===== src/rtl/fetch_stage.sv =====
// Instruction-fetch stage: issues imem reads at pc_in, registers returned
// instructions into the IF/ID boundary, and buffers one response across decode stalls.
module fetch_stage #(
  parameter int unsigned ADDR_W  = 8,
  parameter int unsigned INSTR_W = 32
) (
  input  logic               clk,
  input  logic               reset,
  input  logic [ADDR_W-1:0]  pc_in,
  output logic [ADDR_W-1:0]  pc_next,
  input  logic               branch_taken,
  input  logic [ADDR_W-1:0]  branch_target,
  input  logic               flush,
  input  logic               stall,
  output logic [ADDR_W-1:0]  imem_addr,
  output logic               imem_rd,
  input  logic [INSTR_W-1:0] imem_data,
  output logic [INSTR_W-1:0] if_instr,
  output logic [ADDR_W-1:0]  if_pc,
  output logic               if_valid
);

  typedef enum logic [1:0] {FETCH, STALLED, STALLED_FULL} state_t;

  state_t              state, state_nx;
  logic                redirect;
  logic                inflight, inflight_nx;
  logic [ADDR_W-1:0]   inflight_pc, inflight_pc_nx;
  logic                skid_valid, skid_valid_nx;
  logic [INSTR_W-1:0]  skid_instr, skid_instr_nx;
  logic [ADDR_W-1:0]   skid_pc, skid_pc_nx;
  logic                if_valid_nx;
  logic [INSTR_W-1:0]  if_instr_nx;
  logic [ADDR_W-1:0]   if_pc_nx;

  assign redirect  = branch_taken | flush;
  assign imem_addr = pc_in;
  assign imem_rd   = !reset && !redirect && !stall;

  // Address the PC register loads next; a flush refetches the discarded address.
  always_comb begin
    pc_next = pc_in + ADDR_W'(1);
    if (reset)                pc_next = '0;
    else if (branch_taken)    pc_next = branch_target;
    else if (flush || stall)  pc_next = pc_in;
  end

  always_comb begin
    state_nx       = state;
    inflight_nx    = inflight;
    inflight_pc_nx = inflight_pc;
    skid_valid_nx  = skid_valid;
    skid_instr_nx  = skid_instr;
    skid_pc_nx     = skid_pc;
    if_valid_nx    = if_valid;
    if_instr_nx    = if_instr;
    if_pc_nx       = if_pc;

    if (redirect) begin
      // Drop everything, including any response arriving this cycle.
      if_valid_nx   = 1'b0;
      skid_valid_nx = 1'b0;
      inflight_nx   = 1'b0;
      state_nx      = FETCH;
    end else begin
      inflight_nx    = imem_rd;
      inflight_pc_nx = pc_in;
      unique case (state)
        FETCH, STALLED: begin
          if (inflight) begin
            if (stall && if_valid) begin
              skid_valid_nx = 1'b1;
              skid_instr_nx = imem_data;
              skid_pc_nx    = inflight_pc;
            end else begin
              if_valid_nx = 1'b1;
              if_instr_nx = imem_data;
              if_pc_nx    = inflight_pc;
            end
          end else if (!stall) begin
            if_valid_nx = 1'b0;
          end
          if (!stall)                      state_nx = FETCH;
          else if (inflight && if_valid)   state_nx = STALLED_FULL;
          else                             state_nx = STALLED;
        end
        STALLED_FULL: begin
          if (!stall) begin
            if_valid_nx   = 1'b1;
            if_instr_nx   = skid_instr;
            if_pc_nx      = skid_pc;
            skid_valid_nx = 1'b0;
            state_nx      = FETCH;
          end
        end
        default: state_nx = FETCH;
      endcase
    end
  end

  always_ff @(posedge clk) begin
    if (reset) state <= FETCH;
    else       state <= state_nx;
  end

  always_ff @(posedge clk) begin
    if (reset) begin
      inflight    <= 1'b0;
      inflight_pc <= '0;
      skid_valid  <= 1'b0;
      skid_instr  <= '0;
      skid_pc     <= '0;
      if_valid    <= 1'b0;
      if_instr    <= '0;
      if_pc       <= '0;
    end else begin
      inflight    <= inflight_nx;
      inflight_pc <= inflight_pc_nx;
      skid_valid  <= skid_valid_nx;
      skid_instr  <= skid_instr_nx;
      skid_pc     <= skid_pc_nx;
      if_valid    <= if_valid_nx;
      if_instr    <= if_instr_nx;
      if_pc       <= if_pc_nx;
    end
  end

  // A returning response and a full skid buffer never compete for the output register.
  assert property (@(posedge clk) disable iff (reset) !(inflight && skid_valid));

endmodule


===== config.mk =====
export PLATFORM = sky130hd
export DESIGN_NAME = fetch_stage
export DESIGN_NICKNAME = d
export VERILOG_FILES = /design/src/rtl/fetch_stage.sv
export SDC_FILE = /design/constraint.sdc
export NUM_CORES = 1
export LEC_CHECK = 0
export CAP_MARGIN = 20
export CORE_UTILIZATION = 30
export CTS_CLUSTER_SIZE = 10
export DETAILED_ROUTE_END_ITERATION = 6
export PLACE_DENSITY = 0.5
export SETUP_SLACK_MARGIN = 0.5
export SYNTH_ARGS = -nofsm -noshare
export SYNTH_HDL_FRONTEND = slang
export SYNTH_SLANG_ARGS = --single-unit
export TNS_END_PERCENT = 20

===== constraint.sdc =====
create_clock -name clk -period 1.92 [get_ports clk]
set_input_delay 0.192 -clock clk [delete_from_list [all_inputs] [get_ports clk]]
set_output_delay 0.192 -clock clk [all_outputs]
set_load 0.02 [all_outputs]

## Word level (Yosys, flattened, before mapping)

Cells that the tools add are included.

| word-level totals | value |
|---|---|
| logic and storage cells | 53 |
| register bits | 92 |
| output and inout port bits | 58 |

| cells by class | value |
|---|---|
| add/subtract/negate cells | 1 |
| mux-type cells | 20 |
| bitwise logic cells | 2 |
| equal/unequal tests | 7 |
| reductions and logical operators | 15 |

Operator list:

| cell | number |
|---|---|
| $mux W32 | 3 |
| $pmux W32 S2 | 1 |
| $mux W8 | 6 |
| $pmux W8 S2 | 1 |
| $add A8 B1 Y8 const B | 1 |
| $reduce_and A4 Y1 | 2 |
| $mux W2 | 3 |
| $ne A2 B2 Y1 const B | 3 |
| $ne A3 B3 Y1 const B | 2 |
| $reduce_and A5 Y1 | 1 |
| $logic_and A1 B1 Y1 | 4 |
| $mux W1 | 4 |
| $pmux W2 S2 | 1 |
| $reduce_or A2 Y1 | 2 |
| $logic_not A1 Y1 | 3 |
| $eq A2 B1 Y1 const B | 1 |
| $eq A2 B2 Y1 const B | 1 |
| $logic_not A2 Y1 | 1 |
| $pmux W1 S2 | 1 |
| $reduce_bool A2 Y1 | 1 |
| $logic_or A1 B1 Y1 | 1 |
| $not A1 Y1 | 1 |
| $or A1 B1 Y1 | 1 |

## Longest topological paths before layout

| logic depth | value |
|---|---|
| word-level depth | 4 |
| depth in mapped cells | 7 |
| mapped depth without buffers | 5 |

## Least setup slack after synthesis

OpenSTA, ideal clock, no wires.

| timing | value |
|---|---|
| path kind | input port to output port |
| start | input stall |
| end | output pc_next[5] |
| data required time | 1.728 ns |
| setup slack | 0.108 ns |
| arrival | 1.620 ns |
| path buffers | 1 |
| stages on the path | 5 |
| cells stage by stage | buf_2 -> nor4bb_1 -> nand4_1 -> xor2_1 -> a211oi_1 |

| between the ends | value |
|---|---|
| word-level cells in the longest chain between the ends | 4 |

Ends and longest elaborated chain:

| item | RTL line | RTL |
|---|---|---|
| start, declared | 14 | `input logic stall,` |
| $logic_or A1 B1 Y1 | 45 | `else if (flush \|\| stall) pc_next = pc_in;` |
| $mux W8 | 45 |  |
| $mux W8 | 44 | `else if (branch_taken) pc_next = branch_target;` |
| $mux W8 | 43 | `if (reset) pc_next = '0;` |
| end, declared | 10 | `output logic [ADDR_W-1:0] pc_next,` |

No other way between the ends.

## Worst setup path in the final report

| timing | value |
|---|---|
| start | register state[1] |
| end | register if_instr[16] |

| between the ends | value |
|---|---|
| word-level cells in the longest chain between the ends | 4 |

Ends and longest elaborated chain:

| item | RTL line | RTL |
|---|---|---|
| start, declared | 25 | `state_t state, state_nx;` |
| start signal, assigned | 103 | `else state <= state_nx;` |
| $eq A2 B1 Y1 or $logic_not A2 Y1 (tied branches) | n/a |  |
| $reduce_or A2 Y1 | 68 | `unique case (state)` |
| $ne A2 B2 Y1 (no line) or $reduce_bool A2 Y1 (tied branches) | n/a |  |
| $reduce_and A5 Y1 (no line) | n/a |  |
| end signal, assigned | 123 | `if_instr <= if_instr_nx;` |
| end, declared | 18 | `output logic [INSTR_W-1:0] if_instr,` |

Several ways; a longest one is shown, not always the timed one.
A chain may end at the register's enable or synchronous reset.

==> key figures <==
Floorplan
  – Starting Density: 0.3095
  – CORE AREA: 13300 um2
  – I/O pins: 111
  – Row count: 42
  – DIE HEIGHT: 119.1 um
  – Die area: 14190 um2
  – Width of the die: 119.1 um

Worst setup path
  – CP bufs+invs: 4
  – CP startpoint kind: register
  – Worst path cell trace: or3b_4 > a221oi_4 > buf_4 > buf_12 > buf_12 > clkbuf_16 > a211oi_2
  – Slowest-stage cell, CP: or3b_4
  – CP most frequent cell: buf_12
  – Arr. time, crit path: 1.91 ns
  – CP required: 2.12 ns
  – Worst setup path class: reg2reg
  – Worst Path Max Fanout: 6
  – CP delay by family, top: buffers and inverters
  – CP peak stage delay: 0.39 ns
  – Worst Setup End Kind: register

Clock network
  – CTS clk-pin slew, worst paths: 0.06 ns
  – Hold buffer count at CTS: 0
  – Clock Tree Root: clkbuf_16
  – CTS tree: yes
  – CTS Buf Count: 9
  – H-Tree Depth: 3
  – Clk sinks: 92
  – Worst skew pair latency: 0.34 ns
  – Worst-case clock buffer depth: 2

Cells and area
  – Most frequent cells in the layout: 103 x nand2_1, 91 x dfxtp_1, 90 x clkdlybuf4s50_1
  – Final #Nets: 637
  – Layout cell share with drive strength beyond 1: 0.2330
  – Synthesis-to-layout area growth: 50.14%
  – Final core utilization: 0.4647
  – Most common cell after layout, fill and taps aside: nand2_1

Route
  – Drt drc: 0
  – Starting DRT DRC Count: 261
  – Antenna viol nets, final: 0
  – Wire per inst: 14.30 um
  – Post-Route WL: 10940 um
  – Via count: 3605
  – Drt pass-1 iters: 4
  – Vias per cell: 4.712

Global route
  – Global-route wire length before repair: 17710 um
  – Remaining Overflow, GRT: 0
  – Largest net degree at the start of global routing: 92
  – Vias in the first global route: 3491
  – Antenna violations before repair: 0
  – Overall routing resource usage: 0.1572

Status
  – Status: finished clean

Flow run
  – Number of max-cap violations: 0

Placed design
  – Port Buffers: 110
  – Final HPWL DP: 7162 um
  – GP Congestion: 0.8046

Timing
  – Clock skew: 0.006670 ns
  – FMAX: 583.0 MHz
  – Total Neg Setup Slack: 0 ns
  – Worst slew pin tran: 0.5233 ns
  – Worst rel slew slack: 0.6511
  – Crit path time final: 1.715 ns
  – Max-slew violations: 0
  – Tcrit/Tclk final: 0.8934
  – Worst hold margin: 0.1700 ns
  – RSZ-0062 raised after global routing: yes
  – Final setup viols: 0
  – Hold Vio Cnt, Final: 0

Synth
  – YS warnings: 0
  – Flops & latches, synth: 92
  – Mapped Area: 4115 um2
  – Mapped Avg Cell Area: 9.005 um2
  – Post-Syn Nets: 511
  – Synth cell types: 30
  – Sequential share of the synthesized area: 0.4476
  – Syn Inst Count: 457
  – Ys async rst share: 0
  – Most used DFF post-synth: dfxtp_1
  – Post-synth EDFFs: 0

Power
  – Total leakage power: 2.408 nW
  – Power density over the cells: 651.3 nW/um2
  – Worst vdd ir: 380.3 uV

Hold path
  – Hold crit path type: in2reg
## metal layers
layer,share of wire,global-route usage,wire (um),up-vias
met3,0.051,0.03017,554,7
met2,0.46,0.2547,5037,93
met1,0.48,0.2049,5218,1691
met5,0,0,0,-
li1,-,-,-,1814
met4,0.012,0.06171,126,0
## layout make-up
class	count	area, um2
fillers	1257	7117
multi-input cells	319	2096
flip-flops and latches	92	1846
repair buffers	160	1740
clock buffers	10	229.0
well taps	176	220.2
clock inverters	6	41.29
inverters	1	3.754
diodes	1	2.502
## kinds of logic (layout without fill, tap and decap cells)
kind of cell / count (synthesis) / after routing / share of synthesized area
simple gates: 170 / 170 / 0.1678
compound gates: 100 / 100 / 0.2052
flops: 92 / 92 / 0.4476
buf+inv: 46 / 177 / 0.06172
mux: 41 / 41 / 0.09973
xor+xnor: 7 / 7 / 0.01490
fa+ha+maj: 1 / 1 / 0.003040
other cells: 0 / 1 / 0
## tightest hold or removal path, cell delays in order
cell    delay (ns)
buf_6         0.09
buf_4         0.13
nor3_1        0.05
## per-stage QoR
stage          setup slack [ns]  instances  total power [mW]  instance area (um2)
4_1_cts                  0.1828        759             4.086                 6103
3_5_place_dp            -0.5617        731             2.433                 5607
3_3_place_gp            -0.5600        731             2.431                 5607
2_1_floorplan            0.2800        457             2.191                 4183
5_1_grt                  0.1435        764             4.183                 6176
6_report                 0.2046        765             4.024                 6178
## registers in the layout (all words and copies together), names as in the netlist
register	cells
inflight_pc	8
inflight	1
state	2
skid_instr	32
skid_pc	8
if_valid	1
if_pc	8
if_instr	32
## synth_stat cells (4+ instances only)
cell type / number / share of area
xor2_1: 7 / 0.015
mux2i_1: 41 / 0.10
a211oi_1: 5 / 0.0091
buf_6: 4 / 0.011
nor2_1: 50 / 0.046
nand2_1: 103 / 0.094
clkbuf_1: 21 / 0.019
buf_2: 5 / 0.0061
dfxtp_1: 92 / 0.45
buf_4: 12 / 0.022
a21oi_1: 49 / 0.060
a211oi_2: 40 / 0.12
## power breakdown
group	internal, mW	switching (mW)
clock	0.875	0.747
combinational	0.239	0.223
sequential	1.93	0.0134
## timing repair
action | 4_1_cts | 5_1_grt
pin swaps | 13 | 2
gates resized for setup | 95 | 5
cloned | 4 | 1
buffers inserted | 8 | 4
setup endpoints to repair | 138 | 130
## worst paths after layout
check / from / to / slack (ns) / cells after the start
worst min-delay path: stall / inflight / 0.17 / 3
worst max-delay path: state[1] / if_instr[16] / 0.20 / 7
worst max register to register: state[1] / if_instr[16] / 0.20 / 7
worst min register to register: skid_pc[4] / skid_pc[4] / 0.45 / 2
Power figures use the tool's default switching activity.
